--- src/rtl/popcount_pipe_pkg.sv ---
// Shared helpers for the pipelined population counter.
//   pc_stages      : number of register stages for a given word width and
//                    number of adder-tree levels per stage
//   pc_level_width : width of a partial sum at a tree level (level 0 = raw bits)
//   pc_sat_add     : unsigned add clamped to the largest w-bit value (w <= 64)
package popcount_pipe_pkg;

   function automatic int pc_stages(input int width, input int levels);
      int depth;
      depth = $clog2(width);
      return (depth + levels - 1) / levels;
   endfunction

   function automatic int pc_level_width(input int level);
      return level + 1;
   endfunction

   function automatic logic [63:0] pc_sat_add(input logic [63:0] a,
                                              input logic [63:0] b,
                                              input int          w);
      logic [64:0] sum;
      logic [64:0] lim;
      sum = {1'b0, a} + {1'b0, b};
      lim = (65'd1 << w) - 65'd1;
      return (sum > lim) ? 64'(lim) : 64'(sum);
   endfunction

endpackage

--- src/rtl/popcount_pipe_stage.sv ---
// One registered elastic slice of the popcount adder tree.
// Reduces IN_COUNT partial sums of level IN_LEVEL by N_LEVELS levels of
// pairwise addition and registers the result.
// Optional macro: POPCOUNT_PIPE_ACCUM_EN carries a 'last' flag with the data.
// Ports:
//   clk, rst            clock, asynchronous active-high reset
//   up_valid/up_ready   upstream handshake (up_ready = load condition)
//   up_data             IN_COUNT partial sums, IN_W bits each, packed
//   up_last             burst marker (accumulator build only)
//   dn_valid/dn_ready   downstream handshake
//   dn_data             OUT_COUNT partial sums, OUT_W bits each, packed
//   dn_last             registered burst marker (accumulator build only)
module popcount_pipe_stage
   import popcount_pipe_pkg::*;
#(
   parameter  int IN_LEVEL  = 0,
   parameter  int N_LEVELS  = 1,
   parameter  int IN_COUNT  = 2,
   localparam int IN_W      = pc_level_width(IN_LEVEL),
   localparam int OUT_W     = pc_level_width(IN_LEVEL + N_LEVELS),
   localparam int OUT_COUNT = IN_COUNT >> N_LEVELS
) (
   input  logic                           clk,
   input  logic                           rst,
   input  logic                           up_valid,
   output logic                           up_ready,
   input  logic [IN_COUNT*IN_W-1:0]       up_data,
`ifdef POPCOUNT_PIPE_ACCUM_EN
   input  logic                           up_last,
   output logic                           dn_last,
`endif
   output logic                           dn_valid,
   input  logic                           dn_ready,
   output logic [OUT_COUNT*OUT_W-1:0]     dn_data
);

   logic                       load;
   logic                       vld_p1;
   logic [OUT_COUNT*OUT_W-1:0] sum_p1;
   logic [OUT_COUNT*OUT_W-1:0] sum_flat;

   // Load when empty or when the held word is leaving this cycle.
   assign load     = !vld_p1 || dn_ready;
   assign up_ready = load;

   // Each tree level widens by one bit, so no sum is ever truncated.
   for (genvar j = 0; j <= N_LEVELS; j++) begin : lev
      localparam int CNT = IN_COUNT >> j;
      localparam int W   = pc_level_width(IN_LEVEL + j);
      logic [W-1:0] s [CNT];
      if (j == 0) begin : g_leaf
         for (genvar i = 0; i < CNT; i++) begin : g_in
            assign s[i] = up_data[i*W +: W];
         end
      end else begin : g_add
         for (genvar i = 0; i < CNT; i++) begin : g_pair
            assign s[i] = {1'b0, lev[j-1].s[2*i]} + {1'b0, lev[j-1].s[2*i+1]};
         end
      end
   end

   for (genvar i = 0; i < OUT_COUNT; i++) begin : g_flat
      assign sum_flat[i*OUT_W +: OUT_W] = lev[N_LEVELS].s[i];
   end

   // ---- stage register ----
   always_ff @(posedge clk or posedge rst) begin
      if (rst) begin
         vld_p1 <= 1'b0;
         sum_p1 <= '0;
      end else if (load) begin
         vld_p1 <= up_valid;
         // Bubbles leave the data register untouched.
         if (up_valid) sum_p1 <= sum_flat;
      end
   end

`ifdef POPCOUNT_PIPE_ACCUM_EN
   logic last_p1;
   always_ff @(posedge clk or posedge rst) begin
      if (rst) begin
         last_p1 <= 1'b0;
      end else if (load && up_valid) begin
         last_p1 <= up_last;
      end
   end
   assign dn_last = last_p1;
`endif

   assign dn_valid = vld_p1;
   assign dn_data  = sum_p1;

endmodule

--- src/rtl/popcount_pipe.sv ---
// Pipelined, elastic population counter. The word is zero-padded to a power
// of two and reduced by an adder tree with a register every LEVELS_PER_STAGE
// levels; each stage is a valid/ready slice, so the pipe holds S words and
// sustains one word per cycle.
// Optional macro: POPCOUNT_PIPE_ACCUM_EN adds last_i/last_o and a saturating
// running sum acc_o over each burst (cleared after the beat marked last).
// Ports:
//   clk_i, rst_i          clock, asynchronous active-high reset
//   valid_i/ready_o       input handshake, data_i sampled on it
//   data_i                INPUT_WIDTH-bit word
//   last_i                burst end marker (accumulator build only)
//   valid_o/ready_i       output handshake
//   popcount_o            number of set bits, $clog2(INPUT_WIDTH)+1 bits
//   last_o                last_i of that word (accumulator build only)
//   acc_o                 saturating burst sum incl. current beat (accumulator build only)
module popcount_pipe
   import popcount_pipe_pkg::*;
#(
   parameter int INPUT_WIDTH      = 256,
   parameter int LEVELS_PER_STAGE = 2,
   parameter int ACC_WIDTH        = 32
) (
   input  logic                         clk_i,
   input  logic                         rst_i,
   input  logic                         valid_i,
   output logic                         ready_o,
   input  logic [INPUT_WIDTH-1:0]       data_i,
`ifdef POPCOUNT_PIPE_ACCUM_EN
   input  logic                         last_i,
   output logic                         last_o,
   output logic [ACC_WIDTH-1:0]         acc_o,
`endif
   output logic                         valid_o,
   input  logic                         ready_i,
   output logic [$clog2(INPUT_WIDTH):0] popcount_o
);

   localparam int D = $clog2(INPUT_WIDTH);
   localparam int P = 1 << D;
   localparam int S = pc_stages(INPUT_WIDTH, LEVELS_PER_STAGE);

   if (INPUT_WIDTH < 2 || LEVELS_PER_STAGE < 1 || ACC_WIDTH < 1 || ACC_WIDTH > 64) begin : g_param_check
      $error("popcount_pipe: illegal parameter value");
   end

   logic [P-1:0] padded;
   assign padded = P'(data_i);

   for (genvar k = 0; k < S; k++) begin : stg
      localparam int IN_LEVEL = k * LEVELS_PER_STAGE;
      // The final slice takes whatever levels remain.
      localparam int NLV      = (D - IN_LEVEL < LEVELS_PER_STAGE) ? (D - IN_LEVEL) : LEVELS_PER_STAGE;
      localparam int IN_COUNT = P >> IN_LEVEL;
      localparam int IN_BITS  = IN_COUNT * pc_level_width(IN_LEVEL);
      localparam int OUT_BITS = (IN_COUNT >> NLV) * pc_level_width(IN_LEVEL + NLV);

      logic                up_rdy;
      logic                in_vld;
      logic                out_vld;
      logic                dn_rdy;
      logic [IN_BITS-1:0]  din;
      logic [OUT_BITS-1:0] dout;
`ifdef POPCOUNT_PIPE_ACCUM_EN
      logic                in_last;
      logic                out_last;
`endif

      if (k == 0) begin : g_src
         assign in_vld = valid_i;
         assign din    = padded;
`ifdef POPCOUNT_PIPE_ACCUM_EN
         assign in_last = last_i;
`endif
      end else begin : g_chain
         assign in_vld = stg[k-1].out_vld;
         assign din    = stg[k-1].dout;
`ifdef POPCOUNT_PIPE_ACCUM_EN
         assign in_last = stg[k-1].out_last;
`endif
      end

      // Stage k may replace its word when stage k+1 loads (or the output is taken).
      if (k == S - 1) begin : g_sink
         assign dn_rdy = ready_i;
      end else begin : g_next
         assign dn_rdy = stg[k+1].up_rdy;
      end

      popcount_pipe_stage #(
         .IN_LEVEL (IN_LEVEL),
         .N_LEVELS (NLV),
         .IN_COUNT (IN_COUNT)
      ) u_stage (
         .clk      (clk_i),
         .rst      (rst_i),
         .up_valid (in_vld),
         .up_ready (up_rdy),
         .up_data  (din),
`ifdef POPCOUNT_PIPE_ACCUM_EN
         .up_last  (in_last),
         .dn_last  (out_last),
`endif
         .dn_valid (out_vld),
         .dn_ready (dn_rdy),
         .dn_data  (dout)
      );
   end

   assign ready_o    = stg[0].up_rdy;
   assign valid_o    = stg[S-1].out_vld;
   assign popcount_o = stg[S-1].dout;

`ifdef POPCOUNT_PIPE_ACCUM_EN
   logic [ACC_WIDTH-1:0] acc_q;

   assign last_o = stg[S-1].out_last;
   // Includes the beat currently presented; clamps instead of wrapping.
   assign acc_o  = ACC_WIDTH'(pc_sat_add(64'(acc_q), 64'(popcount_o), ACC_WIDTH));

   // ---- accumulator register ----
   always_ff @(posedge clk_i or posedge rst_i) begin
      if (rst_i) begin
         acc_q <= '0;
      end else if (valid_o && ready_i) begin
         acc_q <= last_o ? '0 : acc_o;
      end
   end
`endif

endmodule

--- config.mk ---
export PLATFORM = sky130hd
export DESIGN_NAME = popcount_pipe
export DESIGN_NICKNAME = d
export VERILOG_FILES = /design/src/rtl/popcount_pipe_pkg.sv /design/src/rtl/popcount_pipe_stage.sv /design/src/rtl/popcount_pipe.sv
export SDC_FILE = /design/constraint.sdc
export NUM_CORES = 1
export LEC_CHECK = 0
export ABC_CLOCK_PERIOD_IN_PS = 15970
export CORE_ASPECT_RATIO = 2
export CORE_MARGIN = 1.5
export CORE_UTILIZATION = 44
export DETAILED_ROUTE_END_ITERATION = 8
export PLACE_DENSITY = 0.65
export RECOVER_POWER = 25
export SLEW_MARGIN = 5
export SYNTH_ARGS = -nofsm -noshare
export SYNTH_HDL_FRONTEND = slang
export SYNTH_SLANG_ARGS = --single-unit
export TNS_END_PERCENT = 30
--- constraint.sdc ---
create_clock -name clk_i -period 15.97 [get_ports clk_i]
set_input_delay 3.194 -clock clk_i [delete_from_list [all_inputs] [get_ports clk_i]]
set_output_delay 3.194 -clock clk_i [all_outputs]
set_load 0.005 [all_outputs]
==> impl_metrics.toml, run 1 <==
[clocking]
cts-root-buf = "clkbuf_16"
cts_tree = "built"
clkLatencyLatePin_ns = 0.58
cts_resized = 0
post_cts_buffers = 0
postCtsHoldBufs = 0
cts_made_buffers = 30
cts.sinks = 313
htreeDepth = 1
cts_buffer_depth = 3
clk_pin_slew_worst_paths_ns = 0.06

[grt]
overflow = 0
grt_use_total_pct = 17.9
antenna_found_initial = 0
grt_pass1_wl_um = 74000
grt_max_degree = 110
grt_pass1_vias = 15337

[sta]
grt_setup_unrepaired = "no"
fin_skew_ns = 0.0105
hold_ws_ns = 0.483
hold_viol_final = 0
worst_slew_pin_slew_ns = 4.94
fin_setup_tns_ns = 0
fin_crit_sh_pct = 51.2
setup_violations = 0
fmax_mhz = 122
fin_crit_ns = 8.18
max-slew-margin-rel_pct = -231
final-max-slew-violation-count = 175

[critical_path]
cp.required_ns = 12.78
path_class = "in2out"
critPathCaptureType = "output port"
worstPathMaxFanout = 6
crit_chain = "dlygate4sd3_1 > nor2b_1 > nand4_1 > clkdlybuf4s50_1"
arrival_ns = 4.99
setup.worst_path.start_class = "input port"
critPathSlowestCell = "dlygate4sd3_1"
crit_path_max_incr_delay_ns = 0.56

[logic_synthesis]
seq_area_frac_synth_pct = 34.7
ys_types = 44
synth-edff-count = 0
synth_top_area_share_pct = 34.7
synth_flop_cell = "dfrtp_1"
syn_area_um2 = 22600
synth.net_count = 2674
yosys-top-cells-area = "dfrtp_1, fa_1, ha_1"
synth_seq_cells = 313
yosys_warnings = 0
syn_inst = 1976
async_flop_share_pct = 100
synth_area_leader_cell = "dfrtp_1"
synth_area_per_cell_um2 = 11.4

[drt]
firstDrtPassIters = 4
final_antenna_net_count = 0
viasPerCell = 4.61
dr.first_iter.drc_count = 391
drc = 0
wl_um = 44500
vias = 13467
wire_per_inst_um = 15.3

[final_layout]
area_growth_pct = 18.0
instances_no_fill = 2920
n_fill_cell = 4486
diodes = 0
fin_nets = 2943
drive_above_1_share_pct = 12.2

[die]
core_um2 = 50800
initial_core_util_pct = 44.4
die-area_um2 = 52700
die_y_um = 323
row_count = 117
pin_count = 271
dieWidth_um = 163

[power]
p_int_mw = 2.94
pwr_density_cell_nw_per_um2 = 188
leakage_nw = 14.2
clkPwrFrac_pct = 14.8
ir_drop_v = 0.000112
switchingPower_mw = 2.06
seq_power_share_pct = 24.7
p_comb_share_pct = 60.5
swShare_pct = 41.2

[placement]
hpwl_um = 36500
dp_cells = 2867
gp_congestion = 0.810
io_buffer_count = 270

[run]
maxCapViolCount = 2

[status]
status = "finished with violations"
violations = "capacitance limit, slew limit"

[worst_hold_path]
min_path_type = "reg2reg"
-- kinds of logic (layout without fill, tap and decap cells) --
group / Yosys count / in the layout / share of synthesized area [%]
buf+inv: 717 / 1007 / 13.5
fa+ha+maj: 438 / 438 / 31.4
flops: 313 / 313 / 34.7
mux: 232 / 232 / 13.2
compound gates: 153 / 153 / 4.16
simple gates: 97 / 97 / 1.97
xor+xnor: 26 / 26 / 1.01
-- flip-flops by register name, indices dropped and copies added, names as in the netlist --
register and flops:
stg.u_stage.dn_data 309, stg.u_stage.dn_valid 4
-- power by group through the flow --
stage / Combinational, mW / Clock [mW] / Sequential [mW]
finish: 3.03 / 0.739 / 1.24
CTS: 3.13 / 0.765 / 1.24
global route: 3.50 / 0.794 / 1.27
global placement: 3.00 / 0 / 1.25
detailed placement: 3.11 / 0 / 1.26
floorplan: 2.22 / 0 / 1.19
-- layout make-up --
type	instances	area (µm²)	area share (%)
repair buffers	278	2760	10.3
flip-flops and latches	313	7830	29.4
clock inverters	7	88.8	0.334
clock buffers	46	932	3.50
multi-input cells	946	11700	43.8
well taps	654	818	3.07
inverters	676	2540	9.53
-- per-stage QoR --
step	setup WS [ns]	utilization [%]	total power [mW]	instance area [µm²]
floorplan	4.12	-	3.41	22600
global route	7.11	52.4	5.57	26600
finish	7.79	52.4	5.00	26600
global placement	8.22	50.5	4.25	25700
detailed placement	8.20	50.5	4.36	25700
CTS	8.19	52.5	5.14	26700
-- metal layers --
metal | GRT usage, % | part of all wire, %
met5 | 0 | 0
met2 | 37.4 | 60
met3 | 1.51 | 2.9
met4 | 6.69 | 3.5
met1 | 17.5 | 33
-- synthesized netlist by cell type (2+ instances only) --
cell and instances:
xnor2_1 3, a21oi_1 30, inv_1 676, mux2_4 100
fa_1 214, buf_2 11, mux2_1 11, nand2b_1 4
o31ai_1 2, ha_1 224, o31a_1 2, nand2_1 66
a211o_1 3, o21ai_0 61, xor2_1 23, dfrtp_1 313
o211ai_1 3, a21o_1 24, mux2_2 121, nor2_1 11
nor2b_1 4, buf_4 5, clkbuf_1 5, nand4_1 4
buf_12 19, a211oi_1 19
-- path summary, 6_finish.rpt --
path	to	depth (start not counted)	slack (ns)	start
setup / recovery	ready_o	4	7.79	ready_i
hold / removal	stg[1].u_stage.dn_data[13]$_DFFE_PP0P_	2	0.48	stg[1].u_stage.dn_data[13]$_DFFE_PP0P_
setup reg to reg	stg[1].u_stage.dn_data[51]$_DFFE_PP0P_	4	12.57	stg[2].u_stage.dn_valid$_DFFE_PP0P_
hold reg to reg	stg[1].u_stage.dn_data[13]$_DFFE_PP0P_	2	0.48	stg[1].u_stage.dn_data[13]$_DFFE_PP0P_
max in group asynchronous	stg[0].u_stage.dn_data[121]$_DFFE_PP0P_	4	8.12	rst_i
min in group asynchronous	stg[3].u_stage.dn_data[1]$_DFFE_PP0P_	2	4.59	rst_i
-- worst max-delay path: cells and delay by family --
kind	cells	cell delay, ns
buf+inv	2	1.12
simple gates	2	0.67
-- cells in the final DEF, fill, tap and decap left out, types with 7 or more instances in the layout --
cell type / Yosys / layout
inv_1: 676 / 675
dfrtp_1: 313 / 313
clkdlybuf4s50_1: 0 / 268
ha_1: 224 / 224
fa_1: 214 / 214
mux2_2: 121 / 121
mux2_4: 100 / 100
nand2_1: 66 / 66
o21ai_0: 61 / 62
clkbuf_16: 0 / 31
a21oi_1: 30 / 30
a21o_1: 24 / 24
xor2_1: 23 / 23
a211oi_1: 19 / 19
nor2_1: 11 / 11
mux2_1: 11 / 11
clkbuf_8: 0 / 10
clkbuf_1: 5 / 7
(Power assumes the default switching activity.)
==> run 2, diff against run 1 <==
--- a/config.mk
+++ b/config.mk
@@ -5,12 +5,12 @@
 export SDC_FILE = /design/constraint.sdc
 export NUM_CORES = 1
 export LEC_CHECK = 0
-export ABC_CLOCK_PERIOD_IN_PS = 15970
+export ABC_CLOCK_PERIOD_IN_PS = 7500
 export CORE_ASPECT_RATIO = 2
 export CORE_MARGIN = 1.5
 export CORE_UTILIZATION = 44
 export DETAILED_ROUTE_END_ITERATION = 8
-export PLACE_DENSITY = 0.65
+export PLACE_DENSITY = 0.68
 export RECOVER_POWER = 25
 export SLEW_MARGIN = 5
 export SYNTH_ARGS = -nofsm -noshare
==> constraint.sdc (replaced) <==
create_clock -name clk_i -period 7.5 [get_ports clk_i]
set_input_delay 1.5 -clock clk_i [delete_from_list [all_inputs] [get_ports clk_i]]
set_output_delay 1.5 -clock clk_i [all_outputs]
set_load 0.005 [all_outputs]
==> run 2 against run 1 <==
Net effect:
- the flow still finishes with violations (capacitance limit, slew limit)
- flip-flop and latch count is the same
- worst setup slack worse by 5.1 ns
- sequential power is 110% higher
- core utilization increased by 0.34 points
- critical path type is now in2reg
- largest cell class unchanged
- largest power group unchanged
==> impl_metrics.toml, run 2 (synthesized netlist as in run 1, its figures left out) <==
[clocking]
htreeDepth = 1
post_cts_buffers = 0
postCtsHoldBufs = 0
clkLatencyLatePin_ns = 0.58
cts_buffer_depth = 3
cts-root-buf = "clkbuf_16"
cts_resized = 0
cts_tree = "built"
cts.sinks = 313
clk_pin_slew_worst_paths_ns = 0.06
cts_made_buffers = 30

[sta]
fin_skew_ns = 0.0175
fin_crit_sh_pct = 64.7
fin_setup_tns_ns = 0
final-max-slew-violation-count = 116
max-slew-margin-rel_pct = -79.0
hold_viol_final = 0
fin_crit_ns = 4.85
grt_setup_unrepaired = "no"
setup_violations = 0
fmax_mhz = 206
worst_slew_pin_slew_ns = 2.69

[critical_path]
worstPathMaxFanout = 75
arrival_ns = 5.31
worstReg2RegStart = "stg[2].u_stage.dn_valid$_DFFE_PP0P_"
rrSetupSlack_ns = 3.71
critPathLaunch = "ready_i"
critPathCaptureType = "register"
path_class = "in2reg"
setup.worst_path.start_class = "input port"
cp.required_ns = 7.96

[final_layout]
layout_common_cells = "inv_1, dfrtp_1, clkdlybuf4s50_1"
multi_input_area_um2 = 11700
largest_register_ffs = 309
mostFrequentLayoutCell = "inv_1"
diodes = 0
fin_nets = 2941
stdcell_area_um2 = 26800
seqCellArea_um2 = 7830
postLayoutCoreUtil_pct = 52.8
drive_above_1_share_pct = 12.4
area_growth_pct = 18.8
n_fill_cell = 4437

[grt]
grt_max_degree = 159
grt_pass1_vias = 15475
grt_pass1_wl_um = 74100
overflow = 0
antenna_found_initial = 0
grt_use_total_pct = 17.7

[drt]
wl_um = 44200
vias = 13541
viasPerCell = 4.64
firstDrtPassIters = 4
drc = 0
dr.first_iter.drc_count = 343
final_antenna_net_count = 0
wire_per_inst_um = 15.1

[die]
pin_count = 271
core_um2 = 50800
row_count = 117
die_y_um = 323
initial_core_util_pct = 44.4
dieWidth_um = 163
die-area_um2 = 52700

[run]
maxCapViolCount = 2

[placement]
hpwl_um = 36200
gp_congestion = 0.826
io_buffer_count = 270
placed_area_um2 = 25700

[status]
violations = "capacitance limit, slew limit"
status = "finished with violations"

[worst_hold_path]
min_path_type = "reg2reg"
hp-start = "stg[3].u_stage.dn_data[5]$_DFFE_PP0P_"

[power]
ir_drop_v = 0.000228
leakage_nw = 14.3
pwr_density_cell_nw_per_um2 = 409
run 2: cell types whose count changed in the layout (fill, tap and decap cells not counted), sizes merged:
| cell | delta |
|---|---|
| clkbuf | -6 |
| bufinv | +6 |
| buf | -2 |
| clkinvlp | +3 |
run 2: cell type report:
cell class | instances | area share [%]
inverter | 676 | 9.47
sequential | 313 | 29.2
tap | 654 | 3.05
clock buffer | 40 | 3.28
clock inverter | 16 | 1.07
timing repair buffer | 276 | 10.4
multi-input combinational | 946 | 43.5
run 2: power breakdown:
group / total [mW] / internal, mW / switching [mW]
Clock: 1.77 / 1.10 / 0.671
Combinational: 6.58 / 3.11 / 3.47
Sequential: 2.63 / 2.28 / 0.351
run 2: critical path, cell delays in order:
cell	delay, ns
dlygate4sd3_1	0.56
nand4b_1	0.20
nand2_1	1.86
buf_4	0.67
mux2_2	0.39
run 2: final timing paths:
path | end | cells past startpoint
max in group asynchronous | stg[2].u_stage.dn_data[6]$_DFFE_PP0P_ | 3
setup / recovery | stg[1].u_stage.dn_data[66]$_DFFE_PP0P_ | 5
setup reg to reg | stg[1].u_stage.dn_data[66]$_DFFE_PP0P_ | 4
hold / removal | stg[3].u_stage.dn_data[5]$_DFFE_PP0P_ | 1
min in group asynchronous | stg[3].u_stage.dn_data[0]$_DFFE_PP0P_ | 2
hold reg to reg | stg[3].u_stage.dn_data[5]$_DFFE_PP0P_ | 1
run 2: through the flow:
| stage | setup WS, ns | hold slack (ns) | std cells | power [mW] |
|---|---|---|---|---|
| floorplan | 1.83 | 0.448 | 1976 | 7.26 |
| global placement | 3.13 | 0.465 | 2865 | 9.10 |
| detailed placement | 3.13 | 0.472 | 2865 | 9.40 |
| CTS | 3.12 | 0.486 | 2921 | 11.3 |
| global route | 2.31 | 0.509 | 2921 | 12.1 |
| finish | 2.65 | 0.482 | 2921 | 11.0 |
run 2: routing by layer:
layer,track usage [%],wire length (µm)
met5,0,0
met4,6.08,1350
met3,1.55,1290
met2,37.2,26800
met1,17.5,14800
